===== src/rtl/status_register.sv =====
// status_register: processor status byte (N V 1 B D I Z C) with NMI edge / IRQ level request logic.
// Build option STATUS_SYNC_EN inserts two-flop synchronizers on nmi_n and irq_n.
module status_register (
  input  logic       clk,
  input  logic       rst_n,
  input  logic [7:0] flags_out,
  input  logic [7:0] flags_ena,
  input  logic       pl_load,
  input  logic [7:0] pl_data,
  input  logic       brk_push,
  input  logic       nmi_n,
  input  logic       irq_n,
  input  logic       instr_done,
  input  logic       int_ack,
  output logic [7:0] flags_in,
  output logic [7:0] push_data,
  output logic       int_req,
  output logic       int_vec_sel
);

  typedef enum logic {IDLE = 1'b0, REQ = 1'b1} state_e;

  localparam logic [7:0] P_RESET = 8'h34;
  localparam logic [7:0] P_WMASK = 8'hCF;
  localparam logic [7:0] P_ONES  = 8'h30;

  state_e     state_q, state_d;
  logic [7:0] p_q, p_d;
  logic [7:0] p_upd;
  logic       nmi_q, nmi_d;
  logic       nmi_pend_q, nmi_pend_d;
  logic       int_vec_sel_q, int_vec_sel_d;
  logic       nmi_s, irq_s;
  logic       nmi_edge, irq_active, ack_ok;

`ifdef STATUS_SYNC_EN
  logic [1:0] nmi_sync_q, nmi_sync_d;
  logic [1:0] irq_sync_q, irq_sync_d;

  always_comb begin
    nmi_sync_d = {nmi_sync_q[0], nmi_n};
    irq_sync_d = {irq_sync_q[0], irq_n};
  end

  // Synchronizers idle high so a reset never fabricates an NMI edge or IRQ.
  always_ff @(posedge clk or negedge rst_n) begin
    if (!rst_n) begin
      nmi_sync_q <= 2'b11;
      irq_sync_q <= 2'b11;
    end else begin
      nmi_sync_q <= nmi_sync_d;
      irq_sync_q <= irq_sync_d;
    end
  end

  assign nmi_s = nmi_sync_q[1];
  assign irq_s = irq_sync_q[1];
`else
  assign nmi_s = nmi_n;
  assign irq_s = irq_n;
`endif

  always_comb begin
    ack_ok     = (state_q == REQ) & int_ack;
    nmi_edge   = nmi_q & ~nmi_s;
    irq_active = ~irq_s & ~p_q[2];

    p_upd = pl_load ? pl_data : ((p_q & ~flags_ena) | (flags_out & flags_ena));
    p_d   = (p_upd & P_WMASK) | P_ONES;
    // Interrupt entry sets I and clears D regardless of any concurrent write.
    if (ack_ok) begin
      p_d[2] = 1'b1;
      p_d[3] = 1'b0;
    end

    nmi_d      = nmi_s;
    nmi_pend_d = nmi_pend_q;
    if (nmi_edge)
      nmi_pend_d = 1'b1;
    else if (ack_ok & int_vec_sel_q)
      nmi_pend_d = 1'b0;

    state_d       = state_q;
    int_vec_sel_d = int_vec_sel_q;
    case (state_q)
      IDLE: begin
        if (instr_done & (nmi_pend_q | irq_active)) begin
          state_d       = REQ;
          int_vec_sel_d = nmi_pend_q;
        end
      end
      REQ: begin
        if (int_ack)
          state_d = IDLE;
      end
      default: state_d = IDLE;
    endcase
  end

  always_ff @(posedge clk or negedge rst_n) begin
    if (!rst_n) begin
      state_q       <= IDLE;
      p_q           <= P_RESET;
      nmi_q         <= 1'b1;
      nmi_pend_q    <= 1'b0;
      int_vec_sel_q <= 1'b0;
    end else begin
      state_q       <= state_d;
      p_q           <= p_d;
      nmi_q         <= nmi_d;
      nmi_pend_q    <= nmi_pend_d;
      int_vec_sel_q <= int_vec_sel_d;
    end
  end

  assign flags_in    = p_q;
  assign push_data   = {p_q[7], p_q[6], 1'b1, brk_push, p_q[3:0]};
  assign int_req     = (state_q == REQ);
  assign int_vec_sel = int_vec_sel_q;

endmodule


===== config.mk =====
export PLATFORM = sky130hd
export DESIGN_NAME = status_register
export DESIGN_NICKNAME = d
export VERILOG_FILES = /design/src/rtl/status_register.sv
export SDC_FILE = /design/constraint.sdc
export NUM_CORES = 1
export LEC_CHECK = 0
export CAP_MARGIN = 5
export CORE_MARGIN = 2
export CORE_UTILIZATION = 29
export DETAILED_ROUTE_END_ITERATION = 12
export GPL_TIMING_DRIVEN = 0
export PLACE_DENSITY = 0.86
export SLEW_MARGIN = 30
export SYNTH_ARGS = -nofsm -noshare
export SYNTH_HDL_FRONTEND = slang
export SYNTH_SLANG_ARGS = --single-unit

===== constraint.sdc =====
create_clock -name clk -period 1.3 [get_ports clk]
set_clock_uncertainty 0.05 [all_clocks]
set_input_delay 0.39 -clock clk [delete_from_list [all_inputs] [get_ports clk]]
set_output_delay 0.39 -clock clk [all_outputs]
set_load 0.005 [all_outputs]

**After elaboration in Yosys (flattened, before gate mapping)**

Index checks and enable logic that the tools add are counted.

- Muxes and demuxes: 7
- Bitwise logic cells: 14
- Reduce and logical (&&, ||, !) cells: 2

Operator list:

| kind | count |
|---|---|
| bitwise AND 8 bit | 2 |
| two-way mux 8 bit | 1 |
| inverter 8 bit | 1 |
| bitwise OR 8 bit | 1 |
| bitwise AND 1 bit | 5 |
| two-way mux 1 bit | 4 |
| inverter 1 bit | 4 |
| two-way mux 2 bit | 1 |
| case mux 1 bit (2 select lines) | 1 |
| AND reduction 2 bit | 1 |
| nonzero test 2 bit | 1 |
| bitwise OR 1 bit | 1 |

- Flip-flop bits (word level): 10
- Bits of input ports: 32
- Output and inout bits: 18
- Logic and storage cells: 28

**Logic depth before layout (Yosys ltp)**

- Word-level depth: 6
- Gate-level depth with buffers: 3
- Gate-level depth less buffers: 2

**Worst setup path before layout**

Ideal clock, no wire load.

- Path kind: register to output
- Start: register p_q[2], in the netlist flags_in[2]
- End: output port push_data[2]
- Arrival: 649 ps
- Data required time: 860 ps
- Path slack: 211 ps
- Stages on the path, launching flop included: 2
- Path buffers: 1
- Path through: dfstp_2 buf_4

RTL lines:

| what | RTL line | text |
|---|---|---|
| start: declaration | 28 | `logic [7:0] p_q, p_d;` |
| start signal: assignment | 109 | `p_q <= p_d;` |
| end: declaration | 16 | `output logic [7:0] push_data,` |

No word-level cell between the ends.

**Worst setup path in the final report**

- Start: register p_q[2], in the netlist flags_in[2]
- End: output port push_data[2]

No word-level cell between the ends.

==> results.py <==
metrics = {
    "place": {
        "place_inst": 119,
        "io_buffer_count": 39,
        "hpwl_mm": 1.10,
        "pre_cts_ws_ps": -292,
        "place.gp.congestion": 0.614,
    },
    "setup_path": {
        "criticalPathCategory": "reg -> out",
        "crit_buf_inv": 3,
        "path_cells": "buf_6 -> buf_6 -> buf_6",
        "worstPathRequired_ps": 860,
        "cp.depth": 3,
        "setup.worst_path.start_class": "flip-flop",
        "path_common_cell": "buf_6",
        "cp-end-kind": "primary output",
        "critical_path.max_fanout": 2,
        "worst-endpoint-arrival_ps": 1050,
        "r2r_cells": 4,
        "cpMaxStageDelayCell": "dfstp_2",
        "critical-path-max-stage-delay_ps": 540,
        "crit_family": "flip-flops",
    },
    "grt": {
        "grt_util_all_layers_pct": 13.5,
        "busiest_layer": "met2",
        "first_global_vias": 516,
        "grt_max_degree": 11,
        "antenna_found_initial": 0,
        "grt_pass1_wl_mm": 2.07,
        "use_met1_pct": 13.4,
        "grt_overflow": 0,
        "grt_use_met3_pct": 5.00,
        "met2_usage_pct": 25.2,
    },
    "routing": {
        "vias_per_cell": 4.27,
        "totalWireLength_mm": 1.42,
        "drc": 0,
        "ant_nets": 0,
        "wl_per_cell_um": 11.4,
        "drt_iter0_markers": 8,
        "via_count": 530,
        "drt-pass1-iter-count": 4,
    },
    "pwr": {
        "power.density_nw_per_um2": 1140,
        "power_frac_seq_pct": 35.9,
        "irDropWorstVdd_mv": 0.558,
        "power.switching_w": 0.000312,
        "clkPwrFrac_pct": 24.2,
        "p_comb_share_pct": 39.9,
        "p_int_w": 0.000842,
        "finalPower_w": 0.00115,
        "leakage_nw": 0.487,
        "switching_share_pct": 27.0,
    },
    "sta": {
        "rsz0062_at_grt": "true",
        "min_period_ps": 1490,
        "tns_ps": -329,
        "fmax_mhz": 669,
        "finalWorstSetupSlack_ps": -195,
        "period_share_pct": 115,
        "drv_slew": 0,
        "setup_violations": 2,
        "hold_violations": 0,
    },
    "clock_tree": {
        "clkTransAtPathRegs_ps": 70,
        "numCtsBuffers": 3,
        "clk_latency_ps": 260,
        "htree_levels": 1,
        "hold_buffers": 0,
        "cts.sinks": 10,
        "cts_root_buffer": "clkbuf_4",
        "clk_path_buf_depth": 2,
        "cts_tree": "done",
    },
    "floorplan": {
        "die_y_um": 47.2,
        "die_area_sq_um": 2230,
        "core_area_sq_um": 1750,
        "rows": 15,
        "start_util_pct": 31.0,
        "io_pins": 50,
        "die_x_um": 47.2,
    },
    "layout": {
        "final_cell_count_no_fill": 124,
        "nNetsFinal": 132,
        "n_antenna_cell": 0,
        "drive_above_1_share_pct": 36.4,
        "area_growth_pct": 86.8,
    },
    "synth": {
        "syn_area_per_cell_sq_um": 10.2,
        "synth_warnings": 0,
        "synth.distinct_cells": 19,
        "ys_ff_latch": 10,
        "ys_seq_area_share_pct": 46.8,
        "syn_area_sq_um": 541,
        "synthCells": 53,
    },
    "hold_path": {
        "min_path_type": "in -> async",
    },
    "job": {
        "maxCapViolations": 0,
    },
    "run_status": {
        "violations": "negative setup slack",
        "outcome": "complete, but fails checks",
    },
}
[cells in the mapped netlist, drive strengths merged]
library cell,n,area (sq um)
conb,1,3.75
o22ai,3,18.8
nor2b,1,6.26
o21ai,4,20.0
nand2,5,18.8
nand2b,2,12.5
and3,1,6.26
o21ba,1,10.0
buf,11,80.1
dfrtp,8,200
dfstp,2,52.6
a22oi,1,7.51
mux2i,5,50.1
nor4b,1,8.76
o211a,1,10.0
inv,4,15.0
mux2,1,15.0
a21oi,1,5.00
[power by group through the flow]
| stage | combinational, W | clock, W | sequential, W |
|---|---|---|---|
| floorplan | 0.000155 | 0 | 0.000430 |
| global placement | 0.000393 | 0 | 0.000430 |
| detailed placement | 0.000401 | 0 | 0.000436 |
| CTS | 0.000482 | 0.000280 | 0.000416 |
| global route | 0.000495 | 0.000303 | 0.000423 |
| finish | 0.000460 | 0.000279 | 0.000415 |
[metal layers]
| metal | part of all wire [%] | up-vias |
|---|---|---|
| met5 | 0 | - |
| li1 | - | 258 |
| met2 | 51 | 27 |
| met3 | 11 | 2 |
| met1 | 37 | 243 |
| met4 | 0.78 | 0 |
[worst register-to-register path, cell delays in order, from the launching register on]
cell,delay (ps)
dfstp_2,380
buf_6,110
buf_4,140
nor4b_4,260
o22ai_1,100
[per-stage QoR]
stage / area [sq um] / hold slack, ps / utilization (%)
3_5_place_dp: 970 / 474 / 55.6
3_3_place_gp: 970 / 464 / 55.6
2_1_floorplan: 548 / 44.4 / -
6_report: 1010 / 400 / 57.8
4_1_cts: 1060 / 408 / 60.9
5_1_grt: 1010 / 428 / 57.8
[cell type report]
| cell class | count | area [sq um] |
|---|---|---|
| inverters | 4 | 15.0 |
| well taps | 25 | 31.3 |
| fillers | 150 | 736 |
| multi-input cells | 30 | 215 |
| plain buffers | 6 | 46.3 |
| repair buffers | 45 | 412 |
| clock buffers | 4 | 36.3 |
| flip-flops and latches | 10 | 254 |
[placed cells by master, fill, tap and decap left out, drive strengths merged, types with 2 or more instances in the layout]
| cell type | count |
|---|---|
| buf | 25 |
| clkdlybuf4s50 | 24 |
| dfrtp | 8 |
| nand2 | 5 |
| mux2i | 5 |
| clkbuf | 5 |
| inv | 4 |
| o21ai | 4 |
| o22ai | 3 |
| conb | 3 |
| nand2b | 2 |
| dfstp | 2 |
[cells by family after synthesis]
family,Yosys count,share of synthesized area (%)
mux,6,12.0
flops,10,46.8
buf+inv,15,17.6
other cells,1,0.694
compound gates,11,13.2
simple gates,10,9.72
[repair_timing]
action,CTS,global route
setup endpoints to repair,15,9
pin swaps,0,2
setup buffers,6,2
gates cloned,0,0
resized for setup,70,2
[final timing paths]
path | from | end | slack, ps
worst max-delay path | flags_in[2] | push_data[2] | -190
worst min-delay path | rst_n | async pin | 400
worst max register to register | flags_in[2] | int_vec_sel | 140
worst min register to register | nmi_q | nmi_pend_q | 480
max in group asynchronous | rst_n | nmi_q | 460
min in group clk | nmi_q | nmi_pend_q | 480
(Power assumes the default switching activity.)
